File: src/rtl/pipe_hazard_ctrl.sv
// Stall/flush sequencer for the 5-stage pipeline: load-use bubbles, multi-cycle mul/div
// occupancy of EX, and wrong-path squash. Optional perf counters under STALL_PERF_CNT_EN.
module pipe_hazard_ctrl #(
  parameter int REG_ADDR_W    = 5,
  parameter int MULDIV_CYCLES = 4
) (
  input  logic                  clk,
  input  logic                  rst,
  input  logic [REG_ADDR_W-1:0] id_rs1,
  input  logic [REG_ADDR_W-1:0] id_rs2,
  input  logic                  id_use_rs1,
  input  logic                  id_use_rs2,
  input  logic [REG_ADDR_W-1:0] ex_rd,
  input  logic                  ex_is_load,
  input  logic                  ex_muldiv,
  input  logic                  ex_branch_taken,
  output logic                  pc_hold,
  output logic                  ifid_hold,
  output logic                  idex_hold,
  output logic                  ifid_flush,
  output logic                  idex_flush,
  output logic                  exmem_flush,
  output logic                  busy,
  output logic [31:0]           perf_stall_cnt,
  output logic [31:0]           perf_flush_cnt
);

  localparam int CNT_W = $clog2(MULDIV_CYCLES);
  localparam logic [CNT_W-1:0] CNT_LOAD = CNT_W'(MULDIV_CYCLES - 2);

  typedef enum logic {
    RUN     = 1'b0,
    MD_WAIT = 1'b1
  } state_e;

  state_e           state_q, state_d;
  logic [CNT_W-1:0] cnt_q, cnt_d;
  logic             load_use;

  // Register 0 is hardwired, so a load targeting it never creates a dependency.
  assign load_use = ex_is_load && (ex_rd != '0) &&
                    ((id_use_rs1 && (id_rs1 == ex_rd)) ||
                     (id_use_rs2 && (id_rs2 == ex_rd)));

  always_ff @(posedge clk) begin
    if (rst) begin
      state_q <= RUN;
      cnt_q   <= '0;
    end else begin
      state_q <= state_d;
      cnt_q   <= cnt_d;
    end
  end

  always_comb begin
    state_d     = state_q;
    cnt_d       = cnt_q;
    pc_hold     = 1'b0;
    ifid_hold   = 1'b0;
    idex_hold   = 1'b0;
    ifid_flush  = 1'b0;
    idex_flush  = 1'b0;
    exmem_flush = 1'b0;
    busy        = 1'b0;
    if (!rst) begin
      unique case (state_q)
        RUN: begin
          if (ex_branch_taken) begin
            ifid_flush = 1'b1;
            idex_flush = 1'b1;
          end else if (ex_muldiv) begin
            pc_hold     = 1'b1;
            ifid_hold   = 1'b1;
            idex_hold   = 1'b1;
            exmem_flush = 1'b1;
            state_d     = MD_WAIT;
            cnt_d       = CNT_LOAD;
          end else if (load_use) begin
            pc_hold    = 1'b1;
            ifid_hold  = 1'b1;
            idex_flush = 1'b1;
          end
        end
        MD_WAIT: begin
          busy = 1'b1;
          // The final cycle releases the pipeline so the op advances to MEM.
          if (cnt_q != '0) begin
            pc_hold     = 1'b1;
            ifid_hold   = 1'b1;
            idex_hold   = 1'b1;
            exmem_flush = 1'b1;
            cnt_d       = cnt_q - CNT_W'(1);
          end else begin
            state_d = RUN;
          end
        end
        default: state_d = RUN;
      endcase
    end
  end

`ifdef STALL_PERF_CNT_EN
  logic [31:0] perf_stall_q, perf_flush_q;

  always_ff @(posedge clk) begin
    if (rst) begin
      perf_stall_q <= 32'd0;
      perf_flush_q <= 32'd0;
    end else begin
      if (pc_hold)    perf_stall_q <= perf_stall_q + 32'd1;
      if (ifid_flush) perf_flush_q <= perf_flush_q + 32'd1;
    end
  end

  assign perf_stall_cnt = perf_stall_q;
  assign perf_flush_cnt = perf_flush_q;
`else
  assign perf_stall_cnt = 32'd0;
  assign perf_flush_cnt = 32'd0;
`endif

endmodule

File: config.mk
export PLATFORM = sky130hd
export DESIGN_NAME = pipe_hazard_ctrl
export DESIGN_NICKNAME = d
export VERILOG_FILES = /design/src/rtl/pipe_hazard_ctrl.sv
export SDC_FILE = /design/constraint.sdc
export NUM_CORES = 1
export LEC_CHECK = 0
export BUFFER_PORTS_ARGS = -buffer_cell sky130_fd_sc_hd__clkbuf_2
export CORE_UTILIZATION = 36
export CTS_CLUSTER_DIAMETER = 30
export CTS_CLUSTER_SIZE = 20
export DETAILED_ROUTE_END_ITERATION = 7
export GPL_ROUTABILITY_DRIVEN = 0
export HOLD_SLACK_MARGIN = 0.06
export PLACE_DENSITY = 0.85
export SLEW_MARGIN = 20
export SYNTH_ARGS = -nofsm -noshare
export SYNTH_HDL_FRONTEND = slang
export SYNTH_SLANG_ARGS = --single-unit
File: constraint.sdc
create_clock -name clk -period 2 [get_ports clk]
set_input_delay 0 -clock clk [delete_from_list [all_inputs] [get_ports clk]]
set_output_delay 0 -clock clk [all_outputs]
set_load 0.02 [all_outputs]
==> results of run 1 <==
[sequential cells by signal, indices dropped and copies added, names as in the netlist]
| register | cells |
|---|---|
| cnt_q | 2 |
| state_q | 1 |
[cells by family after synthesis]
group	count (synthesis)	share of synthesized area
buf+inv	68	0.613
simple gates	14	0.114
xor+xnor	10	0.107
compound gates	7	0.0610
flops	3	0.0732
fa+ha+maj	1	0.0152
other cells	1	0.00457
mux	1	0.0122
[per-layer routing]
metal,global-route usage,share of wire,vias to the layer above
li1,-,-,265
met2,0.178,0.54,54
met4,0.0714,0.012,0
met5,0,0,-
met1,0.0793,0.33,241
met3,0.0278,0.11,2
[synth_stat cells]
master,count
buf_4,66
xor2_1,8
nor2b_1,4
dfxtp_1,3
inv_1,2
nor4_1,2
o21bai_1,2
or4_1,2
xnor2_1,2
a221oi_1,1
a32oi_1,1
and2_2,1
conb_1,1
ha_1,1
mux2i_1,1
nand2_1,1
nand2b_1,1
nor2_1,1
nor3b_1,1
nor3b_2,1
o21a_1,1
o21ai_0,1
o21ai_1,1
[power groups by stage]
stage               Sequential [mW]  Combinational (mW)  Clock, mW
floorplan                    0.0674               0.254          0
global placement             0.0680               0.194          0
detailed placement           0.0681               0.196          0
CTS                          0.0671               0.198      0.115
global route                 0.0676               0.216      0.119
finish                       0.0672               0.200      0.108
[path summary, 6_finish.rpt]
path,from,end
hold / removal,ex_muldiv,state_q
setup reg to reg,cnt_q[0],cnt_q[1]
hold reg to reg,cnt_q[1],cnt_q[1]
setup / recovery,cnt_q[0],pc_hold
[area by class of cell]
type / instances / area (um2) / share of cell area
clock buffer: 4 / 26.3 / 0.0340
sequential: 3 / 60.1 / 0.0778
tap: 27 / 33.8 / 0.0438
multi-input combinational: 97 / 494 / 0.640
timing repair buffer: 29 / 150 / 0.194
inverter: 2 / 7.51 / 0.00972
[stage by stage]
step           instances  instance area [um2]  hold slack, ns  utilization  setup slack [ns]
2_1_floorplan        168                 1060          0.0724            -             0.436
3_3_place_gp         157                  736           0.259        0.360             0.700
3_5_place_dp         157                  736           0.284        0.360             0.639
4_1_cts              162                  772          0.0682        0.378             0.378
5_1_grt              162                  772           0.105        0.378             0.259
6_report             162                  772          0.0784        0.378             0.410
==> qor.yml, run 1 <==
worst_setup_path:
  critical_path.slowest_cell: "dfxtp_1"
  crit_family: "compound AO/OA/AOI/OAI gates"
  cp_num_buf_inv: 2
  cp.arrival_ns: 1.59
  cpPeakStageDelay_ns: 0.30
  path_max_fanout: 4
  reg2reg_slack_ns: 0.86
  cp_cell_sequence: "inv_1 > ha_1 > nand2_1 > nor3b_2 > o21a_1 > o21bai_1 > clkbuf_2"
  end_kind: "output pin"
  path_class: "flip-flop to output pin"
  worstPathRequired_ns: 2.00
  reg2regPathDepth: 5
  path_depth: 7
  startpoint_type: "flip-flop"
sta:
  timing.final.hold_violations: 0
  rsz0062_at_grt: "no"
  min_period_ns: 1.59
  fmaxAchievable_mhz: 629
  period_share: 0.795
  finalSetupViolCount: 0
  tns_ns: 0
  slew_viol_final: 0
  finalClockSkew_ns: 0.00238
layout:
  layout_common_cells: "conb_1 (64), clkbuf_2 (28), xor2_1 (8)"
  area_growth_pct: -5.95
  post_route_cells_drive_above_1_share: 0.244
  diodes: 0
  final_common_cell: "conb_1"
  fin_nets: 159
  fill_cells: 236
power_and_ir_drop:
  p_sw_frac: 0.507
  power.density_mw_per_mm2: 486
  p_comb_frac: 0.533
  power.internal_mw: 0.185
  p_sw_mw: 0.190
  leakagePower_nw: 0.463
  totalPowerFinal_mw: 0.375
  clock_power_share: 0.288
  seqPwrFrac: 0.179
  vdd_drop_max_mv: 0.361
yosys:
  ys_seq_elements: 3
  synth_largest_area_cell: "buf_4"
  syn_area_um2: 821
  yosysTopAreaCellShare: 0.604
  ys_types: 23
  syn_area_per_cell_um2: 7.82
  yosys_warnings: 0
  synth_area_leaders: "buf_4 (60%), xor2_1 (8.5%), dfxtp_1 (7.3%)"
  syn_inst: 105
  ys_seq_area_frac: 0.0732
floorplanning:
  start_util: 0.402
  die-area_mm2: 0.00248
  num_rows: 16
  io_pins: 93
  core_mm2: 0.00204
  die_height_um: 49.8
  die_w_um: 49.8
route:
  drc: 0
  wire_per_inst_um: 7.41
  wirelength_um: 1200
  firstDrtPassIters: 1
  vias: 562
  via_per_inst: 3.47
  detail-route-antenna-nets: 0
  initialDrtViolationCount: 0
run:
  maxCapViolCount: 0
global_route:
  first_global_vias: 428
  grt_remaining_overflow: 0
  grt_start_max_net_pins: 9
  globalRouteTotalUtil: 0.0935
  grt_pass1_wl_um: 1680
  antenna_found_initial: 0
cts:
  cts_root_buffer: "clkbuf_4"
  cts_buffers: 3
  cts_hold_buf: 1
  cts_tree: "yes"
  cts_sinks: 3
  postCtsSetupRepairBufs: 0
  post_cts_resize_count: 0
  h-tree-depth: 1
  clockBufferDepth: 2
  insertion_delay_ns: 0.24
  path_clk_slew_ns: 0.04
placed_design:
  dp_hpwl_um: 1090
  io_buffers: 28
worst_hold_path:
  holdPathStages: 2
  hp-class: "primary input to flip-flop"
status:
  status: "finished clean"
Note: power is estimated with default switching activity, not from simulation.
==> run 2, diff against run 1 <==
--- a/config.mk
+++ b/config.mk
@@ -5,14 +5,15 @@
 export SDC_FILE = /design/constraint.sdc
 export NUM_CORES = 1
 export LEC_CHECK = 0
+export ABC_AREA = 1
 export BUFFER_PORTS_ARGS = -buffer_cell sky130_fd_sc_hd__clkbuf_2
-export CORE_UTILIZATION = 36
+export CORE_UTILIZATION = 32
 export CTS_CLUSTER_DIAMETER = 30
 export CTS_CLUSTER_SIZE = 20
 export DETAILED_ROUTE_END_ITERATION = 7
 export GPL_ROUTABILITY_DRIVEN = 0
 export HOLD_SLACK_MARGIN = 0.06
-export PLACE_DENSITY = 0.85
+export PLACE_DENSITY = 0.77
 export SLEW_MARGIN = 20
 export SYNTH_ARGS = -nofsm -noshare
 export SYNTH_HDL_FRONTEND = slang
==> constraint.sdc (replaced) <==
create_clock -name clk -period 1.4 [get_ports clk]
set_input_delay 0 -clock clk [delete_from_list [all_inputs] [get_ports clk]]
set_output_delay 0 -clock clk [all_outputs]
set_load 0.02 [all_outputs]
==> run 2 against run 1 <==
Clock skew grew 0.0045 ns. Total power rose by 52%. Critical path depth increased by 1. Non-clock buffer count rose by 3. Register-to-register slack got worse by 0.66 ns. Utilization decreased by 3.5 points. Synthesized cell count up 46%. Die area is 24% higher. Worst setup slack lost 0.41 ns. Via count grew 33%. Combinational power is 61% higher. Routed wire length grew 22%. Critical path type unchanged. Largest power group unchanged.
==> qor.yml, run 2 <==
route:
  firstDrtPassIters: 4
  vias: 746
  wire_per_inst_um: 6.76
  initialDrtViolationCount: 13
  detail-route-antenna-nets: 0
  wirelength_um: 1470
  drc: 0
  via_per_inst: 3.44
sta:
  timing.final.hold_violations: 0
  rsz0062_at_grt: "yes"
  fmaxAchievable_mhz: 714
  min_period_ns: 1.40
  finalClockSkew_ns: 0.00685
  whs_ns: 0.114
  slew_viol_final: 0
  finalSetupViolCount: 0
  period_share: 1.00
yosys:
  ys_types: 16
  ys_seq_area_frac: 0.0658
  yosysMostFrequentCell: "buf_4"
  synthFlopType: "dfxtp_1"
  yosysTopAreaCellShare: 0.542
  async_flop_share: 0
  synth_largest_area_cell: "buf_4"
  syn_inst: 153
  syn_area_per_cell_um2: 5.97
  yosys-top-cells-count: "buf_4 (66), nand2_1 (33), inv_1 (20)"
  yosys_warnings: 0
  ys_seq_elements: 3
  syn_area_um2: 913
  synth_edf_count: 0
  synth_area_leaders: "buf_4 (54%), nand2_1 (14%), inv_1 (8.2%)"
layout:
  fill_cells: 318
  area_growth_pct: 2.74
  largest_reg_flops: 2
  design_area_um2: 938
  post_route_cells_drive_above_1_share: 0.242
  regMostFlops: "cnt_q"
  final_common_cell: "conb_1"
  stdcell_count: 217
  fin_nets: 210
  layout_common_cells: "conb_1 (64), nand2_1 (33), clkbuf_2 (24)"
  diodes: 0
  top_regs: "cnt_q (2), state_q (1)"
cts:
  cts_sinks: 3
  path_clk_slew_ns: 0.04
  clockBufferDepth: 2
  h-tree-depth: 1
  cts_root_buffer: "clkbuf_4"
  cts_tree: "yes"
  cts_buffers: 3
  insertion_delay_ns: 0.23
global_route:
  grt_pass1_wl_um: 2180
  grt_remaining_overflow: 0
  grt_start_max_net_pins: 7
  globalRouteTotalUtil: 0.0901
  antenna_found_initial: 0
  first_global_vias: 579
worst_setup_path:
  cpPeakStageDelay_ns: 0.32
  reg2regPathDepth: 8
  worstReg2RegEnd: "cnt_q[1]"
  end_kind: "output pin"
  r2r_start: "cnt_q[0]"
  cp_num_buf_inv: 3
  path_max_fanout: 3
  path_class: "flip-flop to output pin"
  critical_path.slowest_cell: "dfxtp_2"
  crit_family: "buffers and inverters"
  worstPathRequired_ns: 1.40
  reg2reg_slack_ns: 0.20
  cp_cell_sequence: "inv_2 > ha_4 > nor2_4 > nor2_2 > nor2_1 > o21ai_1 > inv_1 > clkbuf_8"
  cp.arrival_ns: 1.40
  startpoint_type: "flip-flop"
placed_design:
  dp_hpwl_um: 1170
  dp_cells: 209
  io_buffers: 28
  dpl_cell_area_um2: 833
floorplanning:
  num_rows: 19
  core_mm2: 0.00273
  start_util: 0.334
  io_pins: 93
  die_height_um: 55.4
  die_w_um: 55.4
  die-area_mm2: 0.00307
power_and_ir_drop:
  leakagePower_nw: 0.653
  vdd_drop_max_mv: 0.427
  power.density_mw_per_mm2: 607
worst_hold_path:
  hp-start: "ex_muldiv"
  hold_end: "state_q"
  hp-class: "primary input to flip-flop"
  holdPathStages: 3
run:
  maxCapViolCount: 0
status:
  status: "finished clean"
run 2: cell types whose count changed after synthesis, sizes merged, moves of 2 or more:
cell / before / now
o21bai: 2 / 0
nand2: 1 / 33
nand3: 0 / 4
nor4: 2 / 0
inv: 2 / 21
nor3: 0 / 2
nor3b: 2 / 0
or4: 2 / 0
xor2: 8 / 0
xnor2: 2 / 0
nor2: 1 / 18
nor2b: 4 / 0
run 2: worst max path at each step:
stage,end,slack (ns),from,depth (start not counted)
detailed placement,idex_hold,0.11,cnt_q[0],8
floorplan,pc_hold,0.08,cnt_q[0],8
CTS,idex_hold,0.005,cnt_q[0],8
finish,idex_hold,0.0003,cnt_q[0],8
global placement,idex_hold,0.15,cnt_q[0],8
global route,idex_hold,-0.08,cnt_q[0],8
run 2: logic make-up (layout without fill, tap and decap cells):
group,Yosys count,after routing,synth area share
fa+ha+maj,1,1,0.0137
compound gates,3,3,0.0246
simple gates,58,58,0.263
other cells,1,64,0.00411
flops,3,3,0.0658
buf+inv,87,57,0.629
run 2: routing by layer:
metal  global-route usage  vias to the layer above  share of wire
met1                0.102                      306           0.40
li1                     -                      385              -
met3               0.0211                        0          0.092
met4               0.0536                        0              0
met2                0.153                       55           0.51
met5                    0                        -              0
run 2: repair_timing:
action                                 in CTS  in global routing
endpoints found under the hold margin       1                  0
hold buffers                                1                  0
setup endpoints to repair                   4                  4
setup buffers                               3                  0
pin swaps                                   4                  2
resized for setup                          11                  6
run 2: metrics by stage:
stage               setup TNS, ns   util  worst slack (ns)  total power, mW
floorplan                       0      -            0.0844            0.472
global placement                0  0.305             0.145            0.387
detailed placement              0  0.305             0.108            0.391
CTS                             0  0.339           0.00453            0.567
global route               -0.247  0.343           -0.0831            0.622
finish                          0  0.343          0.000289            0.570
run 2: area by class of cell:
cell class / instances / area (um2) / area share
timing repair buffer: 32 / 203 / 0.216
inverter: 21 / 78.8 / 0.0840
multi-input combinational: 126 / 528 / 0.563
sequential: 3 / 63.8 / 0.0680
tap: 31 / 38.8 / 0.0413
clock buffer: 4 / 26.3 / 0.0280
run 2: worst register-to-register path, delay by kind of cell (launching register included):
| kind | cells | cell delay [ns] |
|---|---|---|
| flops | 1 | 0.32 |
| simple gates | 4 | 0.31 |
| buf+inv | 2 | 0.17 |
| fa+ha+maj | 1 | 0.15 |
| compound gates | 1 | 0.14 |
run 2: power by group:
group	switching [mW]	total (mW)	internal (mW)
sequential	0.00481	0.0971	0.0923
clock	0.0440	0.151	0.107
combinational	0.244	0.322	0.0787
total	0.292	0.570	0.278
==> run 3, diff against run 2 <==
==> constraint.sdc (replaced) <==
create_clock -name clk -period 1.4 [get_ports clk]
set_input_delay 0.07 -clock clk [delete_from_list [all_inputs] [get_ports clk]]
set_output_delay 0.07 -clock clk [all_outputs]
set_load 0.02 [all_outputs]
==> run 3 against run 2 <==
The run now ends with setup timing left. Clock skew is essentially flat. Sequential power about the same. Clock-buffer cell count did not move. First-iteration DRC count stayed put. Final cell count is 0.46% lower. Final area decreased by 0.53%. Die area unchanged. Non-clock buffer count fell by 1. Sequential share of layout area about the same.
==> qor.yml, run 3 (same netlist as run 2, synthesis figures left out) <==
global_route:
  globalRouteTotalUtil: 0.0896
  grt_pass1_wl_um: 2150
  grt_remaining_overflow: 0
  antenna_found_initial: 0
  first_global_vias: 573
  grt_start_max_net_pins: 7
layout:
  fin_util: 0.341
  fill_cells: 322
  layout_common_cells: "conb_1 (64), nand2_1 (33), clkbuf_2 (24)"
  regMostFlops: "cnt_q"
  area_growth_pct: 2.19
  multi_input_area_um2: 528
  largest_reg_flops: 2
  diodes: 0
  fin_nets: 209
  top_regs: "cnt_q (2), state_q (1)"
  seq_area_um2: 63.8
  post_route_cells_drive_above_1_share: 0.243
  final_common_cell: "conb_1"
worst_setup_path:
  cp.arrival_ns: 1.40
  critical_path.slowest_cell: "dfxtp_2"
  crit_family: "buffers and inverters"
  path_max_fanout: 3
  worstPathRequired_ns: 1.33
  end_kind: "output pin"
  path_class: "flip-flop to output pin"
  startpoint_type: "flip-flop"
  cp_cell_sequence: "inv_2 > ha_4 > nor2_4 > nor2_2 > nor2_1 > o21ai_1 > inv_1 > clkbuf_8"
  cpPeakStageDelay_ns: 0.32
  cp_num_buf_inv: 3
cts:
  clockBufferDepth: 2
  cts_hold_buf: 0
  h-tree-depth: 1
  insertion_delay_ns: 0.23
  cts_buffers: 3
  cts_tree: "yes"
  cts_sinks: 3
  path_clk_slew_ns: 0.04
  cts_root_buffer: "clkbuf_4"
sta:
  rsz0062_at_grt: "yes"
  finalClockSkew_ns: 0.00679
  period_share: 1.05
  tns_ns: -0.268
  fmaxAchievable_mhz: 680
  timing.final.hold_violations: 0
  finalSetupViolCount: 4
  min_period_ns: 1.47
  setup_slack_ns: -0.0708
  slew_viol_final: 0
  whs_ns: 0.106
placed_design:
  dp_hpwl_um: 1170
  io_buffers: 28
route:
  met1Wirelength_um: 573
  detail-route-antenna-nets: 0
  wire_per_inst_um: 6.56
  drc: 0
  initialDrtViolationCount: 13
  via_per_inst: 3.44
  wl_met3_um: 130
  vias: 742
  top_layer_used: "met3"
  wl_met2_um: 713
  wirelength_um: 1420
  firstDrtPassIters: 4
floorplanning:
  start_util: 0.334
  num_rows: 19
  die_w_um: 55.4
  io_pins: 93
  die_height_um: 55.4
  core_mm2: 0.00273
  die-area_mm2: 0.00307
worst_hold_path:
  hp-class: "primary input to flip-flop"
power_and_ir_drop:
  vdd_drop_max_mv: 0.417
  totalPowerFinal_mw: 0.568
  leakagePower_nw: 0.650
  power.density_mw_per_mm2: 608
status:
  status: "complete, but fails checks"
  violations: "setup timing"
run:
  maxCapViolCount: 0
-- run 3: layer usage --
metal | GRT usage | vias up
met4 | 0.0536 | 0
met3 | 0.0211 | 0
met5 | 0 | -
li1 | - | 383
met1 | 0.0987 | 308
met2 | 0.155 | 51
-- run 3: what timing repair did --
action / 4_1_cts / 5_1_grt
setup buffers: 3 / 0
resized for setup: 15 / 0
pin swaps: 4 / 2
endpoints found under the setup margin: 4 / 4
-- run 3: final cells by class --
type,count,area share
Timing Repair Buffer,31,0.212
Inverter,21,0.0845
Multi-Input combinational cell,126,0.566
Clock buffer,4,0.0282
Sequential cell,3,0.0684
Tap cell,31,0.0416
-- run 3: worst register-to-register path: stages (launching register included) --
cell and delay [ns]:
dfxtp_2 0.32, inv_2 0.04, ha_4 0.15, nor2_4 0.09
nor2_2 0.05, buf_4 0.13, nor2_2 0.10, nor2_1 0.07
a211oi_2 0.14
-- run 3: path summary, 6_finish.rpt --
path	depth (start not counted)	end	startpoint	slack (ns)
worst max-delay path	8	idex_hold	cnt_q[0]	-0.07
worst min-delay path	2	cnt_q[1]	rst	0.11
worst max register to register	8	cnt_q[1]	cnt_q[0]	0.20
worst min register to register	2	cnt_q[1]	cnt_q[1]	0.56
-- run 3: where the power goes --
group | internal (mW) | switching (mW) | leakage (nW)
sequential | 0.0923 | 0.00477 | 0.0258
combinational | 0.0779 | 0.242 | 0.610
clock | 0.107 | 0.0439 | 0.0150
total | 0.277 | 0.291 | 0.650
-- run 3: metrics by stage --
stage / instances / worst slack (ns) / area, um2
CTS: 216 / -0.0655 / 933
global route: 216 / -0.152 / 933
finish: 216 / -0.0708 / 933
global placement: 209 / 0.0750 / 833
floorplan: 216 / 0.0144 / 1150
detailed placement: 209 / 0.0379 / 833
